### src/rtl/mac_engine_sync.sv
// Multi-lane signed MAC engine: one sample in flight, per-lane accumulator and tap
// counter, coefficient fetched from a synchronous-read memory, result on req/ack.
module mac_engine_sync #(
  parameter int NUM_LANES  = 4,
  parameter int DATA_WIDTH = 8,
  parameter int ADDR_WIDTH = 4,
  parameter int INPUT_SIZE = 8,
  parameter int ACC_WIDTH  = 19,
  parameter int SATURATE   = 0,
  parameter int LANE_WIDTH = (NUM_LANES > 1) ? $clog2(NUM_LANES) : 1
) (
  input  logic                         clk,
  input  logic                         rst,
  input  logic                         in_req,
  output logic                         in_ack,
  input  logic [LANE_WIDTH-1:0]        in_lane,
  input  logic signed [DATA_WIDTH-1:0] data_in,
  output logic [ADDR_WIDTH-1:0]        mem_addr,
  input  logic signed [DATA_WIDTH-1:0] mem_data,
  output logic                         out_req,
  input  logic                         out_ack,
  output logic [LANE_WIDTH-1:0]        out_lane,
  output logic signed [ACC_WIDTH-1:0]  data_out,
  output logic                         lane_err,
  output logic                         busy
);

  localparam int LANE_SLOTS = 1 << LANE_WIDTH;
  localparam int PROD_W     = 2 * DATA_WIDTH;
  localparam int EXT_W      = (ACC_WIDTH > PROD_W) ? ACC_WIDTH : PROD_W;
  localparam logic signed [ACC_WIDTH-1:0] ACC_MAX = {1'b0, {(ACC_WIDTH-1){1'b1}}};
  localparam logic signed [ACC_WIDTH-1:0] ACC_MIN = {1'b1, {(ACC_WIDTH-1){1'b0}}};
  localparam logic [ADDR_WIDTH-1:0] LAST_TAP   = ADDR_WIDTH'(INPUT_SIZE - 1);
  localparam logic [LANE_WIDTH:0]   LANE_LIMIT = (LANE_WIDTH + 1)'(NUM_LANES);

  typedef enum logic [1:0] {IDLE, FETCH, MAC, OUT} state_t;

  state_t state, state_nxt;

  logic signed [DATA_WIDTH-1:0] sample_p0;
  logic [LANE_WIDTH-1:0]        lane_p0;
  logic signed [ACC_WIDTH-1:0]  acc [LANE_SLOTS];
  logic [ADDR_WIDTH-1:0]        tap_cnt [LANE_SLOTS];
  logic signed [ACC_WIDTH-1:0]  prod_p1;
  logic signed [ACC_WIDTH-1:0]  sum_p1;
  logic                         lane_ok;
  logic                         accept;
  logic                         last_tap;

  // Sign-extend or truncate the full-precision product to accumulator width.
  function automatic logic signed [ACC_WIDTH-1:0] fit_product(
    input logic signed [PROD_W-1:0] p
  );
    logic signed [EXT_W-1:0] ext;
    ext = EXT_W'(p);
    return ext[ACC_WIDTH-1:0];
  endfunction

  function automatic logic signed [ACC_WIDTH-1:0] acc_add(
    input logic signed [ACC_WIDTH-1:0] a,
    input logic signed [ACC_WIDTH-1:0] b
  );
    logic [ACC_WIDTH:0] s;
    s = {a[ACC_WIDTH-1], a} + {b[ACC_WIDTH-1], b};
    if ((SATURATE != 0) && (s[ACC_WIDTH] != s[ACC_WIDTH-1]))
      return s[ACC_WIDTH] ? ACC_MIN : ACC_MAX;
    return s[ACC_WIDTH-1:0];
  endfunction

  assign lane_ok  = ({1'b0, in_lane} < LANE_LIMIT);
  assign accept   = (state == IDLE) && in_req;
  assign last_tap = (tap_cnt[lane_p0] == LAST_TAP);
  assign busy     = (state != IDLE);

  always_comb begin
    state_nxt = state;
    in_ack    = 1'b0;
    out_req   = 1'b0;
    case (state)
      IDLE: begin
        in_ack = 1'b1;
        if (in_req && lane_ok) state_nxt = FETCH;
      end
      FETCH: state_nxt = MAC;
      MAC:   state_nxt = last_tap ? OUT : IDLE;
      OUT: begin
        out_req = 1'b1;
        if (out_ack) state_nxt = IDLE;
      end
      default: state_nxt = IDLE;
    endcase
  end

  always_ff @(posedge clk) begin
    if (rst) state <= IDLE;
    else     state <= state_nxt;
  end

  // Stage p0: sample and lane captured at the accept edge.
  always_ff @(posedge clk) begin
    if (accept) begin
      sample_p0 <= data_in;
      lane_p0   <= in_lane;
    end
  end

  // Stage p1: coefficient arrives in MAC, one cycle after the FETCH address.
  assign prod_p1 = fit_product(PROD_W'(sample_p0) * PROD_W'(mem_data));
  assign sum_p1  = acc_add(acc[lane_p0], prod_p1);

  always_ff @(posedge clk) begin
    if (rst) begin
      for (int i = 0; i < LANE_SLOTS; i++) begin
        acc[i]     <= '0;
        tap_cnt[i] <= '0;
      end
      mem_addr <= '0;
      data_out <= '0;
      out_lane <= '0;
      lane_err <= 1'b0;
    end else begin
      if (accept) begin
        if (lane_ok) mem_addr <= tap_cnt[in_lane];
        else         lane_err <= 1'b1;
      end
      if (state == MAC) begin
        acc[lane_p0] <= sum_p1;
        if (last_tap) begin
          data_out <= sum_p1;
          out_lane <= lane_p0;
        end else begin
          tap_cnt[lane_p0] <= tap_cnt[lane_p0] + ADDR_WIDTH'(1);
        end
      end
      if ((state == OUT) && out_ack) begin
        acc[lane_p0]     <= '0;
        tap_cnt[lane_p0] <= '0;
      end
    end
  end

endmodule

### config.mk
export PLATFORM = sky130hd
export DESIGN_NAME = mac_engine_sync
export DESIGN_NICKNAME = d
export VERILOG_FILES = /design/src/rtl/mac_engine_sync.sv
export SDC_FILE = /design/constraint.sdc
export NUM_CORES = 1
export LEC_CHECK = 0
export CAP_MARGIN = 25
export CORE_AREA = 8 8 158 160
export DETAILED_ROUTE_END_ITERATION = 16
export DIE_AREA = 0 0 166 168
export SLEW_MARGIN = 40
export SYNTH_ARGS = -nofsm -noshare
export SYNTH_HDL_FRONTEND = slang
export SYNTH_SLANG_ARGS = --single-unit
### constraint.sdc
create_clock -name clk -period 6.9 [get_ports clk]
set_clock_uncertainty 0.2 [all_clocks]
set_input_delay 1.38 -clock clk [delete_from_list [all_inputs] [get_ports clk]]
set_output_delay 1.38 -clock clk [all_outputs]
set_load 0.02 [all_outputs]
# Word level (Yosys, flattened, before mapping)
# Memory sizes are Yosys's and may differ from the RTL's. A register that Yosys moved wholly into a read port is not among the register bits.
# Index checks and enable logic that the tools add are counted.
dict set report word_totals {
  reg_bits 33
  latch_bits 0
  ramBits 92
  rom_bits 0
  input_bits 22
  word_cells 54
  n_memories 2
}
dict set report op_classes {
  addsub 2
  n_mul 1
  n_div 0
  n_lt_le_gt_ge 0
  n_eq_ne 6
  shift 0
  n_mux 28
  bitwise_logic 2
  reduce_logical 8
}
# name words width rd rd_clocked_by_memory_dff write_ports line_no
set mem_list {}
lappend mem_list {acc 4 19 1 1 4 42} ;# logic signed [ACC_WIDTH-1:0] acc [LANE_SLOTS];
lappend mem_list {tap_cnt 4 4 2 2 4 43} ;# logic [ADDR_WIDTH-1:0] tap_cnt [LANE_SLOTS];
# op n
set ops {}
lappend ops {{$mux W19} 2}
lappend ops {{$add A19 B16 Y19} 1}
lappend ops {{$reduce_or A19 Y1} 1}
lappend ops {{$mul A8 B8 Y16} 1}
lappend ops {{$mux W1} 16}
lappend ops {{$mux W2} 7}
lappend ops {{$mux W4} 2}
lappend ops {{$pmux W2 S4} 1}
lappend ops {{$add A4 B1 Y4 const B} 1}
lappend ops {{$eq A2 B2 Y1 const B} 2}
lappend ops {{$eq A4 B3 Y1 const B} 1}
lappend ops {{$ne A2 B2 Y1 const B} 2}
lappend ops {{$reduce_and A2 Y1} 2}
lappend ops {{$reduce_or A4 Y1} 1}
lappend ops {{$eq A2 B1 Y1 const B} 1}
lappend ops {{$logic_and A1 B1 Y1} 2}
lappend ops {{$logic_not A2 Y1} 1}
lappend ops {{$or A1 B1 Y1} 2}
lappend ops {{$reduce_bool A2 Y1} 1}

# Depth between registers and ports, before layout
# Gate-level depths: netlist of run 1.
dict set report depth {
  ltp_word 8
  depth_mapped 20
  mapped_depth_nobuf 18
}

# Worst setup path before layout of run 1
# No wires, ideal clock.
dict set report synth_path {
  path_type {input port to flip-flop}
  from {input mem_data[0]}
  to {memory acc[0][18] (data pin)}
  arrival_time_ns 5.867
  required_ns 6.434
  path_slack_ns 0.567
  path_stages 15
  path_buffers 0
  path_cell_list {and2_1 -> inv_1 -> fa_1 -> inv_1 -> fa_1 -> fa_1 -> fa_1 -> fa_1 -> ha_1 -> o21ai_0 -> o21a_1 -> a21o_2 -> a31oi_1 -> xor2_1 -> nor2_1}
}
# element line_no
set synth_lines {}
lappend synth_lines {{from (decl)} 19} ;# input logic signed [DATA_WIDTH-1:0] mem_data,
lappend synth_lines {{to (decl)} 42}

==> results of run 1 <==
[worst max-delay path, stage by stage]
cell	delay, ns
clkdlybuf4s50_1	0.62
and2_1	0.19
inv_1	0.06
fa_1	0.48
inv_1	0.05
fa_1	0.48
fa_1	0.58
fa_1	0.43
fa_1	0.45
ha_1	0.36
o21ai_1	0.11
o21a_1	0.21
o21ba_2	0.24
mux2i_1	0.16
nor4_4	0.45
nor2_1	0.09
[power breakdown]
group	switching [mW]	internal, mW
Sequential	0.0252	0.893
Clock	0.365	0.545
Combinational	1.74	1.34
[flip-flops by register name, indices dropped and copies added (netlist names), named ones only]
signal / flops
state: 2
sample_p0: 8
mem_addr: 4
data_out: 19
acc: 76
out_lane: 2
lane_p0: 2
tap_cnt: 16
[layout by cell type, fill, tap and decap left out, types with 9 or more instances in the layout]
cell / instances
inv_1: 104
clkbuf_16: 17
a21oi_1: 30
ha_1: 45
xnor2_1: 14
nand2_1: 91
and2_1: 34
edfxtp_1: 102
nand2b_1: 9
clkdlybuf4s50_1: 49
buf_4: 21
fa_1: 84
nor2_1: 78
dfxtp_1: 29
mux4_2: 28
[area by class of cell]
cell class | count | area (um2)
clock buffers | 18 | 439
clock inverters | 14 | 150
fillers | 2022 | 11900
inverters | 105 | 394
multi-input cells | 524 | 4860
flip-flops and latches | 131 | 3640
well taps | 285 | 357
repair buffers | 70 | 648
[cell families (layout without fill, tap and decap cells)]
family	Yosys count	count (layout)	synth area share (%)
and+or+nand+nor	273	273	14.6
muxes	32	32	7.47
AOI/OAI and AO/OA	71	71	5.03
xor gates and xnor gates	18	18	1.75
DFF	131	131	40.4
adders and majority gates	129	129	24.9
other	1	1	0.0416
buffers and inverters	132	207	5.82
[path summary, 6_finish.rpt]
path            endpoint  slack [ns]  depth (start not counted)
max           acc[2][13]        0.53                         16
min          data_out[4]        0.25                          2
max reg2reg   acc[0][17]        1.03                         15
min reg2reg  data_out[4]        0.25                          2
[metal layers]
layer,GRT usage [%],vias up,routed length (um)
met2,24.2,110,9400
li1,-,2761,-
met1,20.1,2886,9360
met4,4.43,0,190
met5,0,-,0
met3,2.81,17,750
[per-stage QoR]
stage / power (mW) / hold slack, ns
2_1_floorplan: 3.12 / 0.290
3_3_place_gp: 4.01 / 0.243
3_5_place_dp: 4.01 / 0.249
4_1_cts: 4.95 / 0.257
5_1_grt: 5.37 / 0.275
6_report: 4.91 / 0.255
==> run metrics, run 1 <==
syn_area_per_cell 11.5 um2; Worst Setup Slack, final 0.529 ns; vias 5774; Post-synth top flop edfxtp_1; Inst Count DP 1115; Warnings, synthesis 0; H-tree depth 4; Total GRT Usage 14.9%; post-placement setup slack 0.0893 ns; final wirelength 19.7 mm; Hold Startpoint data_out[4]; final net count 1000; Sink Count 131; worst hold path class flop to flop; Area after DPL 9900 um2; num ports 51; DP Wirelength 14.9 mm; Syn Nets 938; Leak 4.34 nW; initial core utilization 40.3%; critical path data required time 6.86 ns; Post-synth EDFFs 102; sequential area share after synthesis 40.4%; drt drc 0; Critical Path End Type flop; vias in the first global route 6207; count of cell types in the netlist 56; Final Hold Fails 0; Period minus WS final 6.37 ns; global placer's final weighted congestion 0.823; CP startpoint mem_data[0]; non-filler cells, final 1147; hold buffers post-CTS 0; most frequent cell after synthesis inv_1; Post-CTS Repair Setup Buffers 0; Least-Margin Pin Slew 0.755 ns; Via density 5.03; power density cells 468 nW/um2; Max-Cap Viols 0; startpoint type of the worst setup path input port; top post-synthesis cells by count inv_1, edfxtp_1, nand2_1; Synth area leaders edfxtp_1, fa_1, mux4_2, dfxtp_1, ha_1; initial antenna violation count 0; CP Max Fanout 8; first-pass GRT wire length 32.9 mm; max frequency 157 MHz; die height 168 um; CTS Buf Count 17; max-slew violations 0; Iter 0 DRT Violations 343; Final Core Density 46.9%; largest net degree at the start of global routing 47; die width 166 um; # resized after CTS 0; Async SR Flop Fraction 0%; Core Region 22400 um2; row count 55; Rel. slew slack 49.2%; RSZ-0062 raised after global routing no; ANT cells 0; clock latency at the later pin of the worst-skew pair 0.43 ns; CTS tree yes; top cell type's share of synthesized area 34.0%; maximum vdd drop 316 uV; Synth area leader edfxtp_1; layout cells sized above 1 11.8%; Cell Area, Synth 9010 um2; Die ar. 27900 um2; Setup violations, final 0; final antenna-violating net count 0; Post-Synthesis Cells 787; final instance area 10500 um2; clock-pin slew on the worst setup and hold paths 0.06 ns; crit share post-route 92.3%; Root Driver clkbuf_16; area growth from synthesis to layout 16.4%; Buffers on Ports 49; kind of critical path input port to flop; flop and latch count out of synthesis 131; wire per inst 17.2 um; GRT overflow 0; drt first pass iters 7; Longest Clk Path Bufs 2; Critical Path AT 6.33 ns; status complete, no violations; Final TNS setup 0 ns
Power figures use the tool's default switching activity.
==> run 2, diff against run 1 <==
--- a/config.mk
+++ b/config.mk
@@ -9,7 +9,6 @@
 export CORE_AREA = 8 8 158 160
 export DETAILED_ROUTE_END_ITERATION = 16
 export DIE_AREA = 0 0 166 168
-export SLEW_MARGIN = 40
 export SYNTH_ARGS = -nofsm -noshare
 export SYNTH_HDL_FRONTEND = slang
 export SYNTH_SLANG_ARGS = --single-unit
==> run 2 against run 1 <==
Combinational power is 1% higher; global-route usage is 0.27 points higher; final cell count is 0.35% higher; non-clock buffer count is 4 higher; via count is 0.81% higher; die area stayed put; critical endpoint is now acc[3][18].
==> run metrics, run 2 (synthesis gave the netlist of run 1 again) <==
# resized after CTS 0 (unchanged); Worst Setup Slack, final 0.495 ns (-0.0344 ns); die height 168 um (unchanged); Total GRT Usage 15.2% (+0.27 points); multi-input logic area 4850 um2 (-0.26%); H-tree depth 4 (unchanged); top flop regs acc: 76 flops, data_out: 19 flops, tap_cnt: 16 flops; first-pass GRT wire length 33.4 mm (+1.6%); Setup violations, final 0 (unchanged); hold_ws 0.255 ns (+0.000601 ns); initial antenna violation count 0 (unchanged); Sw Ratio 44.4% (+0.92 points); Least-Margin Pin Slew 0.735 ns (-0.0199 ns); Sequential Area 3640 um2 (unchanged); Post-Route M1 WL 9.36 mm (about the same); Largest register FFs 76 (unchanged); max frequency 156 MHz (-0.54%); hold buffers post-CTS 0 (unchanged); met2 WL 9.53 mm (+1.4%); RSZ-0062 raised after global routing no; row count 55 (unchanged); CTS Buf Count 17 (unchanged); Hold Startpoint data_out[5]; largest net degree at the start of global routing 47 (unchanged); final wirelength 20.1 mm (+1.9%); CP Max Fanout 8 (unchanged); die width 166 um (unchanged); initial core utilization 40.3% (unchanged); Tot Pwr 4.94 mW (+0.63%); final antenna-violating net count 0 (unchanged); Period minus WS final 6.41 ns (+0.0344 ns); final net count 1004 (+0.40%); GRT overflow 0 (unchanged); wire per inst 17.4 um (+1.6%); vias in the first global route 6286 (+1.3%); post-placement setup slack 0.0895 ns (+0.000122 ns); Max-Cap Viols 0 (unchanged); ANT cells 0 (unchanged); fillers 2057 (+1.7%); Rel. slew slack 50.5% (+1.3 points); Longest Clk Path Bufs 2 (unchanged); startpoint type of the worst setup path input port; Via density 5.06 (+0.46%); Seq pwr share 18.6% (about the same); top layer in use met4; global placer's final weighted congestion 0.823 (unchanged); clock-pin slew on the worst setup and hold paths 0.06 ns (about the same); Die ar. 27900 um2 (unchanged); max-slew violations 0 (unchanged); crit share post-route 92.8% (+0.50 points); Net Switching 2.19 mW (+2.8%); drt drc 0 (unchanged); critical path data required time 6.87 ns (about the same); Post-CTS Repair Setup Buffers 0 (unchanged); worst hold path class flop to flop; Root Driver clkbuf_16; Final Hold Fails 0 (unchanged); power density cells 468 nW/um2 (about the same); Combinational Power Share 63.1% (+0.3 points); non-filler cells, final 1151 (+0.35%); vias 5821 (+0.81%); DP Wirelength 15.0 mm (+0.78%); internal cell power 2.75 mW (-1.0%); Critical Path End Type flop; most common cell after layout, fill and taps aside inv_1; Core Region 22400 um2 (unchanged); Iter 0 DRT Violations 304 (-11%); Top reg by flops acc; drt first pass iters 5 (-2); Inst Count DP 1118 (+0.27%); maximum vdd drop 340 uV (+7.3%); clock latency at the later pin of the worst-skew pair 0.44 ns (about the same); Buffers on Ports 49 (unchanged); Final TNS setup 0 ns (unchanged); status complete, no violations; area growth from synthesis to layout 17.1%; DR WL met3 887 um (+18%); Critical Path AT 6.38 ns (+0.05 ns); Clock power frac 18.4% (about the same); Leak 4.37 nW (+0.85%); layout cells sized above 1 12.0% (+0.18 points); commonest non-fill, non-tap cells in the layout inv_1, edfxtp_1, nand2_1, fa_1, nor2_1; num ports 51 (unchanged); CTS tree yes; kind of critical path input port to flop; Sink Count 131 (unchanged); CP startpoint mem_data[0]
[run 2: layer usage]
metal  vias to the layer above  GRT usage, %
met5                         -             0
met4                         0          4.55
met3                        23          2.99
met2                       135          24.8
met1                      2890          20.2
li1                       2773             -
[run 2: final timing paths]
| kind | to | slack, ns | depth (start not counted) |
|---|---|---|---|
| max | acc[3][18] | 0.49 | 19 |
| min | data_out[5] | 0.26 | 2 |
| max reg2reg | acc[3][18] | 0.98 | 19 |
| min reg2reg | data_out[5] | 0.26 | 2 |
[run 2: critical path: stages]
cell             delay, ns
clkdlybuf4s50_1       0.64
nand2_1               0.12
fa_1                  0.52
inv_1                 0.05
fa_1                  0.46
ha_1                  0.29
inv_1                 0.04
fa_1                  0.48
inv_1                 0.04
ha_1                  0.26
ha_1                  0.24
fa_1                  0.49
a211oi_1              0.46
o21a_1                0.22
a21o_2                0.16
a31oi_1               0.09
xor2_1                0.19
buf_4                 0.18
nor2_1                0.04
[run 2: final cells by class]
class | count | area share (%)
multi-input cells | 524 | 45.9
flip-flops and latches | 131 | 34.5
repair buffers | 74 | 6.91
clock buffers | 17 | 4.03
inverters | 105 | 3.73
well taps | 285 | 3.38
clock inverters | 15 | 1.52
[run 2: through the flow]
step                area [um2]  utilization [%]
global placement          9890             44.2
detailed placement        9960             44.5
CTS                      10500             47.1
floorplan                 9010                -
global route             10600             47.2
finish                   10600             47.2
[run 2: power by group through the flow]
stage / Clock, mW / Sequential, mW / Combinational (mW)
6_report: 0.908 / 0.918 / 3.12
5_1_grt: 0.951 / 0.923 / 3.48
4_1_cts: 0.921 / 0.919 / 3.13
2_1_floorplan: 0 / 0.924 / 2.20
3_3_place_gp: 0 / 0.934 / 3.08
3_5_place_dp: 0 / 0.935 / 3.08
==> patch 1: new RTL, settings of run 1 <==
Set the parameter `SATURATE` to 1 (it was 0).
--- a/src/rtl/mac_engine_sync.sv
+++ b/src/rtl/mac_engine_sync.sv
@@ -7,5 +7,5 @@
   parameter int INPUT_SIZE = 8,
   parameter int ACC_WIDTH  = 19,
-  parameter int SATURATE   = 0,
+  parameter int SATURATE   = 1,
   parameter int LANE_WIDTH = (NUM_LANES > 1) ? $clog2(NUM_LANES) : 1
 ) (
Behaviour: no difference found for any inputs over 10 cycles, from zero or initial values and one cycle with rst high; that may be too few to reach the edited logic, so the function may still have changed.
==> patch 1 against run 1 <==
- sequential cell count stayed put
- synthesized area increased by 2.0%
- die area did not move
- critical path type unchanged
- count of clock-buffer cells in the layout shrank 1
- final cell count rose by 3.0%
- non-clock buffer count increased by 44
- worst setup slack got worse by 0.31 ns
- routed wire length grew 2.3%
- first-iteration DRC count down 9.9%
- design area grew 5.4%
Power is left out: the tool's default activity adds up to more than one toggle a clock period on the data nets, which glitch-free logic cannot reach.
==> patch 1: results (changes against run 1) <==
first-pass GRT wire length - 33.7 mm (+2.3%)
Mapped Nets - 931 (-0.75%)
share of post-route cells with drive strength above 1 - 0.202 (+0.0837)
clk buf depth - 2 (unchanged)
wire length on met1 - 10.1 mm (+8.0%)
Routability Congestion - 0.851 (+3.4%)
largest registers - acc (76), data_out (19), tap_cnt (16)
CP arrival - 6.81 ns (+0.48 ns)
GR met2 Demand/Resource - 0.233 (-0.00934)
GRT met1 Usage - 0.216 (+0.0154)
WL met2 - 9.04 mm (-3.9%)
max incr delay on CP - 0.53 ns (-0.09 ns)
crit-path max FO - 18 (+10)
top layer in use - met4
Final nets - 1040 (+4.0%)
delay-heaviest family, CP - adder cells
clock-pin slew on the worst setup and hold paths - 0.07 ns
Ys Warns - 0 (unchanged)
post-synthesis sequential area ratio - 0.396 (-0.00776)
Clk Latency, worst-skew pair - 0.42 ns
largest cells by area after synthesis - edfxtp_1 33%, fa_1 19%, mux4_2 6.6%, ha_1 6.4%, dfxtp_1 6.3%
Post-Place Worst Slack - -0.589 ns (-0.678 ns)
Avg Cell Area, Syn - 11.9 µm² (+3.7%)
drt first pass iters - 5 (-2)
FFs w/ async S/R, synth - 0 (unchanged)
Yosys cell types - 52 (-7.1%)
largest net degree at the start of global routing - 42 (-11%)
Commonest cells post-synth - 124 x nor2_1, 105 x inv_1, 102 x edfxtp_1
Num CTS Buffers - 17 (unchanged)
Min-Delay Path Depth - 2 (unchanged)
number of antenna diodes - 0 (unchanged)
Iter 0 DRT Violations - 309 (-9.9%)
post-CTS setup buffers - 1 (+1)
non-filler cells, final - 1181 (+3.0%)
placed cells - 1148 (+3.0%)
Routed WL - 20.2 mm (+2.3%)
Crit-path slowest cell - clkdlybuf4s50_1
number of synthesized flops with an enable pin - 102 (unchanged)
vias in the first global route - 6263 (+0.90%)
grt met3 use - 0.0348 (+0.00678)
Top FF cell, synth - edfxtp_1
port bufs - 49 (unchanged)
HP Class - flop to flop
R2R depth - 21 (+6)
Worst-Margin Slew - 0.820 ns (+0.0653 ns)
vias - 5871 (+1.7%)
post_cts resized - 0 (unchanged)
status - finished clean
dpl hpwl - 14.7 mm (-1.5%)
WL met3 - 781 µm (+4.1%)
GRT Util Overall - 0.153 (+0.00353)
DP Area - 10400 µm² (+5.4%)
Fin Setup TNS - 0 ns (unchanged)
initial antenna violation count - 0 (unchanged)
patch 1: cell types whose count changed after synthesis, sizes merged, moves of 13 or more:
cell,delta
nor2,+43
nand2,-38
maj3,+18
a211oi,+14
a21oi,-13
patch 1: logic make-up after synthesis:
logic type | synth area share
compound gates | 0.0573
xor+xnor | 0.0219
fa+ha+maj | 0.277
buf+inv | 0.0557
flops | 0.396
mux | 0.0719
other cells | 0.000408
simple gates | 0.119
patch 1: area by class of cell:
cell class / instances / area, µm²
fill: 1996 / 11300
multi-input combinational: 513 / 5070
sequential: 131 / 3640
timing repair buffer: 114 / 1020
clock buffer: 17 / 425
inverter: 106 / 398
tap: 285 / 357
clock inverter: 15 / 138
patch 1: path summary, 6_finish.rpt:
kind	startpoint	endpoint	slack, ns
worst min-delay path	mem_addr[1]	mem_addr[1]	0.25
worst max register to register	flop	data_out[7]	0.66
worst max-delay path	mem_data[1]	data_out[7]	0.22
worst min register to register	mem_addr[1]	mem_addr[1]	0.25
==> patch 2: new RTL, config.mk and constraints of run 1 <==
Made on the original files. Reset style: asynchronous (`rst`), changed in 2 clocked blocks.
--- a/src/rtl/mac_engine_sync.sv
+++ b/src/rtl/mac_engine_sync.sv
@@ -92,5 +92,5 @@
   end
 
-  always_ff @(posedge clk) begin
+  always_ff @(posedge clk or posedge rst) begin
     if (rst) state <= IDLE;
     else     state <= state_nxt;
@@ -109,5 +109,5 @@
   assign sum_p1  = acc_add(acc[lane_p0], prod_p1);
 
-  always_ff @(posedge clk) begin
+  always_ff @(posedge clk or posedge rst) begin
     if (rst) begin
       for (int i = 0; i < LANE_SLOTS; i++) begin
Formal check against the unedited RTL: differs if rst is asserted again (counterexample within 4 cycles, from zero or initial values and one cycle with rst high); with rst held inactive, the same outputs for 10 cycles.
==> patch 2 against run 1 <==
- sequential cell count is 2 lower
- hold slack improved by 0.031 ns
- synthesized area up 2.5%
- count of clock-buffer cells in the layout increased by 1
- critical path depth grew 4
- final cell count up 9.4%
- design area up 3.1%
- global-route usage up 2.1 points
- worst setup slack worse by 0.10 ns
- first-iteration DRC count down 0.29%
- utilization increased by 1.4 points
- routed wire length grew 15%
- highest routed layer unchanged
Power is left out: the tool's default activity adds up to more than one toggle a clock period on the data nets, which glitch-free logic cannot reach.
==> patch 2: results (changes against run 1) <==
Filler Cells Inserted - 2023 (+0.049%)
R2R depth - 19 (+4)
drt first pass iters - 4 (-3)
share of post-route cells with drive strength above 1 - 0.124 (+0.00538)
number of synthesized flops with an enable pin - 10 (-90%)
Yosys cell types - 54 (-3.6%)
largest cells by area after synthesis - dfrtp_1 32%, fa_1 18%, mux4_2 6.6%, ha_1 6.1%, nand2_1 6.0%
Commonest cells post-synth - 147 x nand2_1, 119 x dfrtp_1, 99 x inv_1
Routability Congestion - 0.839 (+2.0%)
Worst-Margin Slew - 0.793 ns (+0.0384 ns)
CP arrival - 6.56 ns (+0.23 ns)
Final nets - 1109 (+11%)
GRT Util Overall - 0.170 (+0.0210)
WL met2 - 10.9 mm (+16%)
WL/cell - 18.0 µm (+4.8%)
WL met3 - 950 µm (+27%)
Mapped Nets - 1043 (+11%)
first-pass GRT wire length - 37.8 mm (+15%)
Top FF cell, synth - dfrtp_1
vias in the first global route - 7055 (+14%)
post-synthesis sequential area ratio - 0.355 (-0.0494)
status - finished clean
vias - 6516 (+13%)
clk buf depth - 2 (unchanged)
Iter 0 DRT Violations - 342 (-0.29%)
FFs w/ async S/R, synth - 0.922 (+0.922)
largest net degree at the start of global routing - 78 (+66%)
[patch 2: cell families after synthesis]
logic type                 after synthesis  synth area share
DFF                                    129             0.355
buffers and inverters                  134            0.0581
xor gates and xnor gates                19            0.0180
AOI/OAI and AO/OA                      150            0.0922
adders and majority gates              129             0.243
other                                    1          0.000406
and+or+nand+nor                        279             0.136
muxes                                   51            0.0972
[patch 2: critical path, stage by stage]
cell and delay, ns:
clkdlybuf4s50_1 0.57, and2_1 0.23, fa_1 0.48, inv_1 0.05, fa_1 0.50, inv_1 0.04, ha_1 0.27, inv_1 0.04
fa_1 0.48, inv_1 0.04, ha_1 0.26, ha_1 0.23, fa_1 0.49, a211oi_1 0.44, o21a_1 0.23, o21ai_1 0.14
and4b_1 0.20, nor3_1 0.21, buf_4 0.18, o21ai_0 0.09
[patch 2: cell type report]
cell class	count	area share
Tap cell	285	0.0330
Inverter	101	0.0356
Clock buffer	19	0.0419
Sequential cell	129	0.303
Multi-Input combinational cell	629	0.504
Clock inverter	12	0.0147
Timing Repair Buffer	80	0.0679
[patch 2: worst paths after layout]
check | startpoint | to | slack, ns
setup / recovery | mem_data[1] | acc[16] | 0.43
hold / removal | data_out[8] | data_out[8] | 0.29
max in group asynchronous | rst | tap_cnt[10] | 4.17
min in group asynchronous | rst | data_out[0] | 1.26
hold reg to reg | data_out[8] | data_out[8] | 0.29
setup reg to reg | lane_p0[0] | acc[74] | 0.99
[patch 2: routing by layer]
| metal | vias up | GRT usage |
|---|---|---|
| met5 | - | 0 |
| met4 | 0 | 0.0308 |
| met3 | 8 | 0.0348 |
| met2 | 130 | 0.284 |
| met1 | 3310 | 0.229 |
| li1 | 3068 | - |
[patch 2: stage by stage]
stage                     setup WS, ns  cell area [µm²]  utilization  hold slack, ns  std cells
after floorplan                  0.551             9240            -           0.244        892
after global placement          0.0925            10200        0.455           0.264       1222
after detailed placement        0.0358            10200        0.456           0.277       1224
after CTS                        0.482            10800        0.484           0.295       1255
after global routing             0.188            10800        0.484           0.324       1255
final                            0.426            10800        0.484           0.286       1255
